`src/rtl/fc_layer_sequencer.sv`:
```
// Runs a 1-3 layer fully-connected network through one FC engine by stepping
// COMMAND through feature/bias/calc/output phases for each layer.
module fc_layer_sequencer #(
  parameter int unsigned TIMEOUT_CYCLES = 1000000
) (
  input  logic        CLK,
  input  logic        RESET,
  input  logic        seq_start,
  input  logic        seq_abort,
  input  logic [1:0]  num_layers,
  input  logic [47:0] cfg_in_words,
  input  logic [47:0] cfg_out_words,
  input  logic        F_writedone,
  input  logic        B_writedone,
  input  logic        cal_done,
  input  logic        fc_done,
  input  logic [31:0] max_index,
  output logic        fc_start,
  output logic [2:0]  COMMAND,
  output logic [31:0] num_input_words,
  output logic [31:0] num_output_words,
  output logic [1:0]  cur_layer,
  output logic        seq_busy,
  output logic        seq_done,
  output logic        seq_error,
  output logic [31:0] result_index
);

  typedef enum logic [2:0] {
    S_IDLE, S_SETUP, S_LOAD_F, S_LOAD_B, S_CALC, S_OUT, S_DONE, S_ERR
  } state_e;

  typedef enum logic [2:0] {
    CMD_IDLE = 3'd0,
    CMD_LOAD_F = 3'd1,
    CMD_LOAD_B = 3'd2,
    CMD_CALC = 3'd3,
    CMD_OUT = 3'd4
  } cmd_e;

  state_e      state_q, state_d;
  logic [1:0]  layers_q, layers_d;
  logic [1:0]  layer_q, layer_d;
  logic        err_q, err_d;
  logic [31:0] result_q, result_d;
  logic [31:0] in_q, in_d;
  logic [31:0] out_q, out_d;
  logic [31:0] wd_q, wd_d;
  logic        fc_start_q, fc_start_d;
  cmd_e        cmd_q, cmd_d;
  logic        busy_q, busy_d;
  logic        done_q, done_d;

  logic        in_wait;
  logic        settled;
  logic        timed_out;

  function automatic logic [15:0] pick(input logic [47:0] v, input logic [1:0] idx);
    logic [15:0] r;
    case (idx)
      2'd0:    r = v[15:0];
      2'd1:    r = v[31:16];
      2'd2:    r = v[47:32];
      default: r = '0;
    endcase
    return r;
  endfunction

  assign in_wait   = (state_q == S_LOAD_F) || (state_q == S_LOAD_B) ||
                     (state_q == S_CALC)   || (state_q == S_OUT);
  // The watchdog doubles as the settle marker: zero only in a phase's first cycle.
  assign settled   = (wd_q != '0);
  assign timed_out = (wd_q >= (TIMEOUT_CYCLES - 32'd1));

  always_comb begin
    state_d  = state_q;
    layers_d = layers_q;
    layer_d  = layer_q;
    err_d    = err_q;
    result_d = result_q;
    in_d     = in_q;
    out_d    = out_q;

    if (seq_abort) begin
      state_d = S_IDLE;
    end else begin
      case (state_q)
        S_IDLE, S_ERR: begin
          if (seq_start) begin
            if (num_layers != 2'd0) begin
              layers_d = num_layers;
              layer_d  = '0;
              err_d    = 1'b0;
              state_d  = S_SETUP;
            end else begin
              state_d = S_ERR;
            end
          end
        end
        S_SETUP: state_d = S_LOAD_F;
        S_LOAD_F: begin
          if (settled && F_writedone) state_d = S_LOAD_B;
          else if (timed_out)         state_d = S_ERR;
        end
        S_LOAD_B: begin
          if (settled && B_writedone) state_d = S_CALC;
          else if (timed_out)         state_d = S_ERR;
        end
        S_CALC: begin
          if (settled && cal_done) state_d = S_OUT;
          else if (timed_out)      state_d = S_ERR;
        end
        S_OUT: begin
          if (settled && fc_done) begin
            if (layer_q < (layers_q - 2'd1)) begin
              layer_d = layer_q + 2'd1;
              state_d = S_SETUP;
            end else begin
              result_d = max_index;
              state_d  = S_DONE;
            end
          end else if (timed_out) begin
            state_d = S_ERR;
          end
        end
        S_DONE:  state_d = S_IDLE;
        default: state_d = S_IDLE;
      endcase
    end

    if (state_d == S_ERR) err_d = 1'b1;

    if (state_d == S_SETUP) begin
      in_d  = {16'd0, pick(cfg_in_words, layer_d)};
      out_d = {16'd0, pick(cfg_out_words, layer_d)};
    end
  end

  // Outputs are registered from the next state so they line up with it.
  always_comb begin
    fc_start_d = (state_d == S_SETUP);
    busy_d     = !((state_d == S_IDLE) || (state_d == S_DONE) || (state_d == S_ERR));
    done_d     = (state_d == S_DONE);
    case (state_d)
      S_LOAD_F: cmd_d = CMD_LOAD_F;
      S_LOAD_B: cmd_d = CMD_LOAD_B;
      S_CALC:   cmd_d = CMD_CALC;
      S_OUT:    cmd_d = CMD_OUT;
      default:  cmd_d = CMD_IDLE;
    endcase

    if (state_d != state_q) wd_d = '0;
    else if (in_wait)       wd_d = wd_q + 32'd1;
    else                    wd_d = '0;
  end

  always_ff @(posedge CLK) begin
    if (RESET) begin
      state_q    <= S_IDLE;
      layers_q   <= '0;
      layer_q    <= '0;
      err_q      <= 1'b0;
      result_q   <= '0;
      in_q       <= '0;
      out_q      <= '0;
      wd_q       <= '0;
      fc_start_q <= 1'b0;
      cmd_q      <= CMD_IDLE;
      busy_q     <= 1'b0;
      done_q     <= 1'b0;
    end else begin
      state_q    <= state_d;
      layers_q   <= layers_d;
      layer_q    <= layer_d;
      err_q      <= err_d;
      result_q   <= result_d;
      in_q       <= in_d;
      out_q      <= out_d;
      wd_q       <= wd_d;
      fc_start_q <= fc_start_d;
      cmd_q      <= cmd_d;
      busy_q     <= busy_d;
      done_q     <= done_d;
    end
  end

  assign fc_start         = fc_start_q;
  assign COMMAND          = cmd_q;
  assign num_input_words  = in_q;
  assign num_output_words = out_q;
  assign cur_layer        = layer_q;
  assign seq_busy         = busy_q;
  assign seq_done         = done_q;
  assign seq_error        = err_q;
  assign result_index     = result_q;

endmodule
```
`config.mk`:
```
export PLATFORM = sky130hd
export DESIGN_NAME = fc_layer_sequencer
export DESIGN_NICKNAME = d
export VERILOG_FILES = /design/src/rtl/fc_layer_sequencer.sv
export SDC_FILE = /design/constraint.sdc
export NUM_CORES = 1
export LEC_CHECK = 0
export CAP_MARGIN = 20
export CORE_MARGIN = 10
export CORE_UTILIZATION = 35
export CTS_CLUSTER_SIZE = 8
export DETAILED_ROUTE_END_ITERATION = 6
export PLACE_DENSITY_LB_ADDON = 0.15
export SYNTH_ARGS = -nofsm -noshare
export SYNTH_HDL_FRONTEND = slang
export SYNTH_SLANG_ARGS = --single-unit
```
`constraint.sdc`:
```
create_clock -name CLK -period 4 [get_ports CLK]
set_input_delay 0.8 -clock CLK [delete_from_list [all_inputs] [get_ports CLK]]
set_output_delay 0.8 -clock CLK [all_outputs]
set_load 0.02 [all_outputs]
```
==> implementation parameters <==
Parameter                              Value

STA
  Peak Freq    322 MHz
  Number of slew-limit violations in the final report    0
  Unrepaired setup endpoints after global routing    no
  Slew at the pin closest to its max-slew limit    1.06 ns
  Total Neg Setup Slack    0 ns
  Shortest period the worst path allows    3.11 ns
  Setup ws final    0.890 ns
  Count of endpoints failing setup in the final report    0
  Portion of the clock cycle consumed by the worst path in the final layout    0.777
  Hold Vio Cnt, Final    0
  Final Skew    0.00908 ns
  Worst slew slack as a fraction of its limit    0.296

Hold path
  Tightest Hold Check Type    flop to flop
  Hold path cells    2

Synthesis
  Total of warnings raised by yosys    0
  Summed instance area of the synthesized netlist    0.00574 sq mm
  Sequential cell area fraction in the yosys report    0.383
  Average instance area after synthesis    8.60 sq um
  Post-synth EDFFs    0
  Dominant register cell in the synthesized netlist    dfxtp_1
  Async SR Flop Fraction    0
  Number of standard cells after synthesis    668
  Flip-flop and latch count after synthesis    110
  Number of distinct library cells after synthesis    54

GRT
  Gr usage total    0.164
  First-pass GRT wire length    29.2 mm
  Initial antenna violation count    0
  Aggregate global routing overflow    0
  Number of global-route vias before repair    5253
  Largest net degree at the start of global routing    80

Floorplan
  Starting density of the core    0.359
  Die width    148 um
  Placement Rows    46
  Y dimension of the die    148 um
  Number of I/O pins    243
  Area of the die    0.0219 sq mm
  Std-Cell Core Area    0.0160 sq mm

Routing
  Drt pass-1 iters    4
  Final WL    19.3 mm
  Average via count per standard cell    5.00
  Post-route ant nets    0
  Total via count in the routed design    5395
  Post-detailed-route DRC marker count    0
  Drt wl/cell    17.9 um
  Number of violations reported at the end of detailed-routing iteration 0    377

Place
  Count of port buffers added during placement    210
  Setup WS pre-CTS    0.603 ns
  Detailed placer's ending HPWL    14.6 mm
  Weighted congestion reported at the end of routability-driven placement    0.870
  Placed insts    1063

Clock tree
  Root buffer cell    clkbuf_16
  Sinks on Clock Net    110
  H-tree levels    3
  Number of resized instances in the post-cts repair step    0
  Post-CTS Setup Inserts    0
  Clock transition at the registers of the reported paths    0.07 ns
  Number of buffers inserted by hold repair at cts    0
  Number of buffers created by CTS    9
  Clock latency at the later pin of the worst-skew pair    0.35 ns
  CTS tree    done
  CTS max path bufs    2

Worst setup path
  Stages on the worst setup path    8
  Startpoint type of the worst setup path    flop
  Number of buffer and inverter stages on the critical path    0
  R2r worst-path depth    8
  Cell family contributing the most delay on the critical path    compound AO/OA/AOI/OAI gates
  Critical path type    flop to flop
  Reg-to-reg setup timing slack    0.89 ns
  Kind of capture point of the worst setup path    flop
  Maximum fanout along the worst path    20
  Data required, critical path    4.20 ns
  Slowest stage cell, crit path    a311oi_1
  Cells traversed along the worst timing path    ha_1 -> nand2_1 -> o21ai_0 -> a311oi_1 -> nor2_1 -> o31ai_1 -> a211o_1 -> a211oi_1
  Endpoint arrival time on the critical path    3.31 ns
  Critical path's largest stage delay    0.73 ns

Cells and area
  Share of cells above drive strength 1    0.0811
  Commonest non-fill, non-tap cells in the layout    209 x clkdlybuf4s50_1, 110 x dfxtp_1, 87 x nand2_1
  Final cell count without fillers    1079
  Most frequent standard cell in the layout excluding fill and tap cells    clkdlybuf4s50_1
  Synth-to-Final Area Change    43.2%
  Antenna diode count    0
  Net total in the final layout    999

Power
  Maximum ir drop on the vdd rail    0.210 mV
  Pwr Density    311 mW/mm^2
  Total leakage power    3.41 nW

Outcome
  Result of the run    complete, no violations

Run
  Maximum capacitance violations    0
-- Yosys cell counts (3+ instances only) --
cell type	number	area (sq um)
dfxtp_1	110	2200
nand2_1	88	330
nor2_1	54	203
clkbuf_1	44	165
a21oi_1	41	205
o211ai_1	34	255
buf_4	32	240
mux2i_1	32	320
o211a_1	32	320
nor3_2	30	300
a211oi_1	25	188
nor3_1	15	75.1
nand3_1	13	65.1
nor4_1	10	62.6
xnor2_1	10	87.6
xor2_1	10	87.6
nor2b_1	8	50.1
buf_2	7	35.0
nand4_1	7	43.8
inv_1	5	18.8
or3_1	5	31.3
buf_6	4	45.0
nand2b_1	4	25.0
o21ai_0	4	20.0
and3_1	3	18.8
ha_1	3	37.5
o21a_1	3	22.5
-- cell type report --
type	count	area, sq um
Sequential cell	110	2200
Multi-Input combinational cell	508	3200
Tap cell	216	270
Clock inverter	7	81.3
Fill cell	1532	7770
Clock buffer	9	225
Inverter	5	18.8
Timing Repair Buffer	224	2230
-- state kept, by name (all words and copies together) (netlist names) --
register and count:
num_input_words 16, fc_start 1, COMMAND 3, wd_q 32, result_index 32, state_q 3
layers_q 2, seq_busy 1, num_output_words 16, seq_done 1, seq_error 1, cur_layer 2
-- tightest hold or removal path, cell delays in order (launching register included) --
cell,delay (ns)
dfxtp_1,0.31
nand2_1,0.05
a21oi_1,0.05
-- cells by family after synthesis --
| group | count (synthesis) | share of synthesized area |
|---|---|---|
| multiplexers | 33 | 0.0577 |
| AO/OA/AOI/OAI | 159 | 0.205 |
| adder cells (fa/ha/maj) | 3 | 0.00654 |
| flip-flops | 110 | 0.383 |
| AND/OR/NAND/NOR | 249 | 0.227 |
| XOR/XNOR | 20 | 0.0305 |
| other | 1 | 0.000653 |
| buffers and inverters | 93 | 0.0887 |
-- where the power goes --
| group | switching [W] | internal, W | leakage, nW | total (W) |
|---|---|---|---|---|
| logic | 0.000227 | 0.000236 | 2.37 | 0.000463 |
| registers | 0.0000273 | 0.00113 | 0.896 | 0.00116 |
| clock network | 0.000435 | 0.000494 | 0.140 | 0.000929 |
-- path summary, 6_finish.rpt --
path,from,endpoint
setup reg to reg,wd_q[0]$_SDFF_PP0_,wd_q[2]$_SDFF_PP0_
hold reg to reg,result_index[26]$_SDFFE_PP0P_,result_index[26]$_SDFFE_PP0P_
setup / recovery,wd_q[0]$_SDFF_PP0_,wd_q[2]$_SDFF_PP0_
hold / removal,result_index[26]$_SDFFE_PP0P_,result_index[26]$_SDFFE_PP0P_
-- metal layers --
layer  part of all wire  up-vias  global-route usage
li1                   -     2684                   -
met1               0.42     2501               0.189
met2               0.49      193               0.281
met3              0.069       17              0.0546
met4              0.017        0              0.0491
met5                  0        -                   0
-- through the flow --
step,power [W],hold WS [ns],util,cell area [sq um]
floorplan,0.00143,0.445,-,5900
global placement,0.00165,0.441,0.495,7920
detailed placement,0.00165,0.446,0.495,7920
CTS,0.00259,0.457,0.514,8230
global route,0.00268,0.472,0.514,8230
finish,0.00255,0.455,0.514,8230
Note: power is estimated with default switching activity, not from simulation.
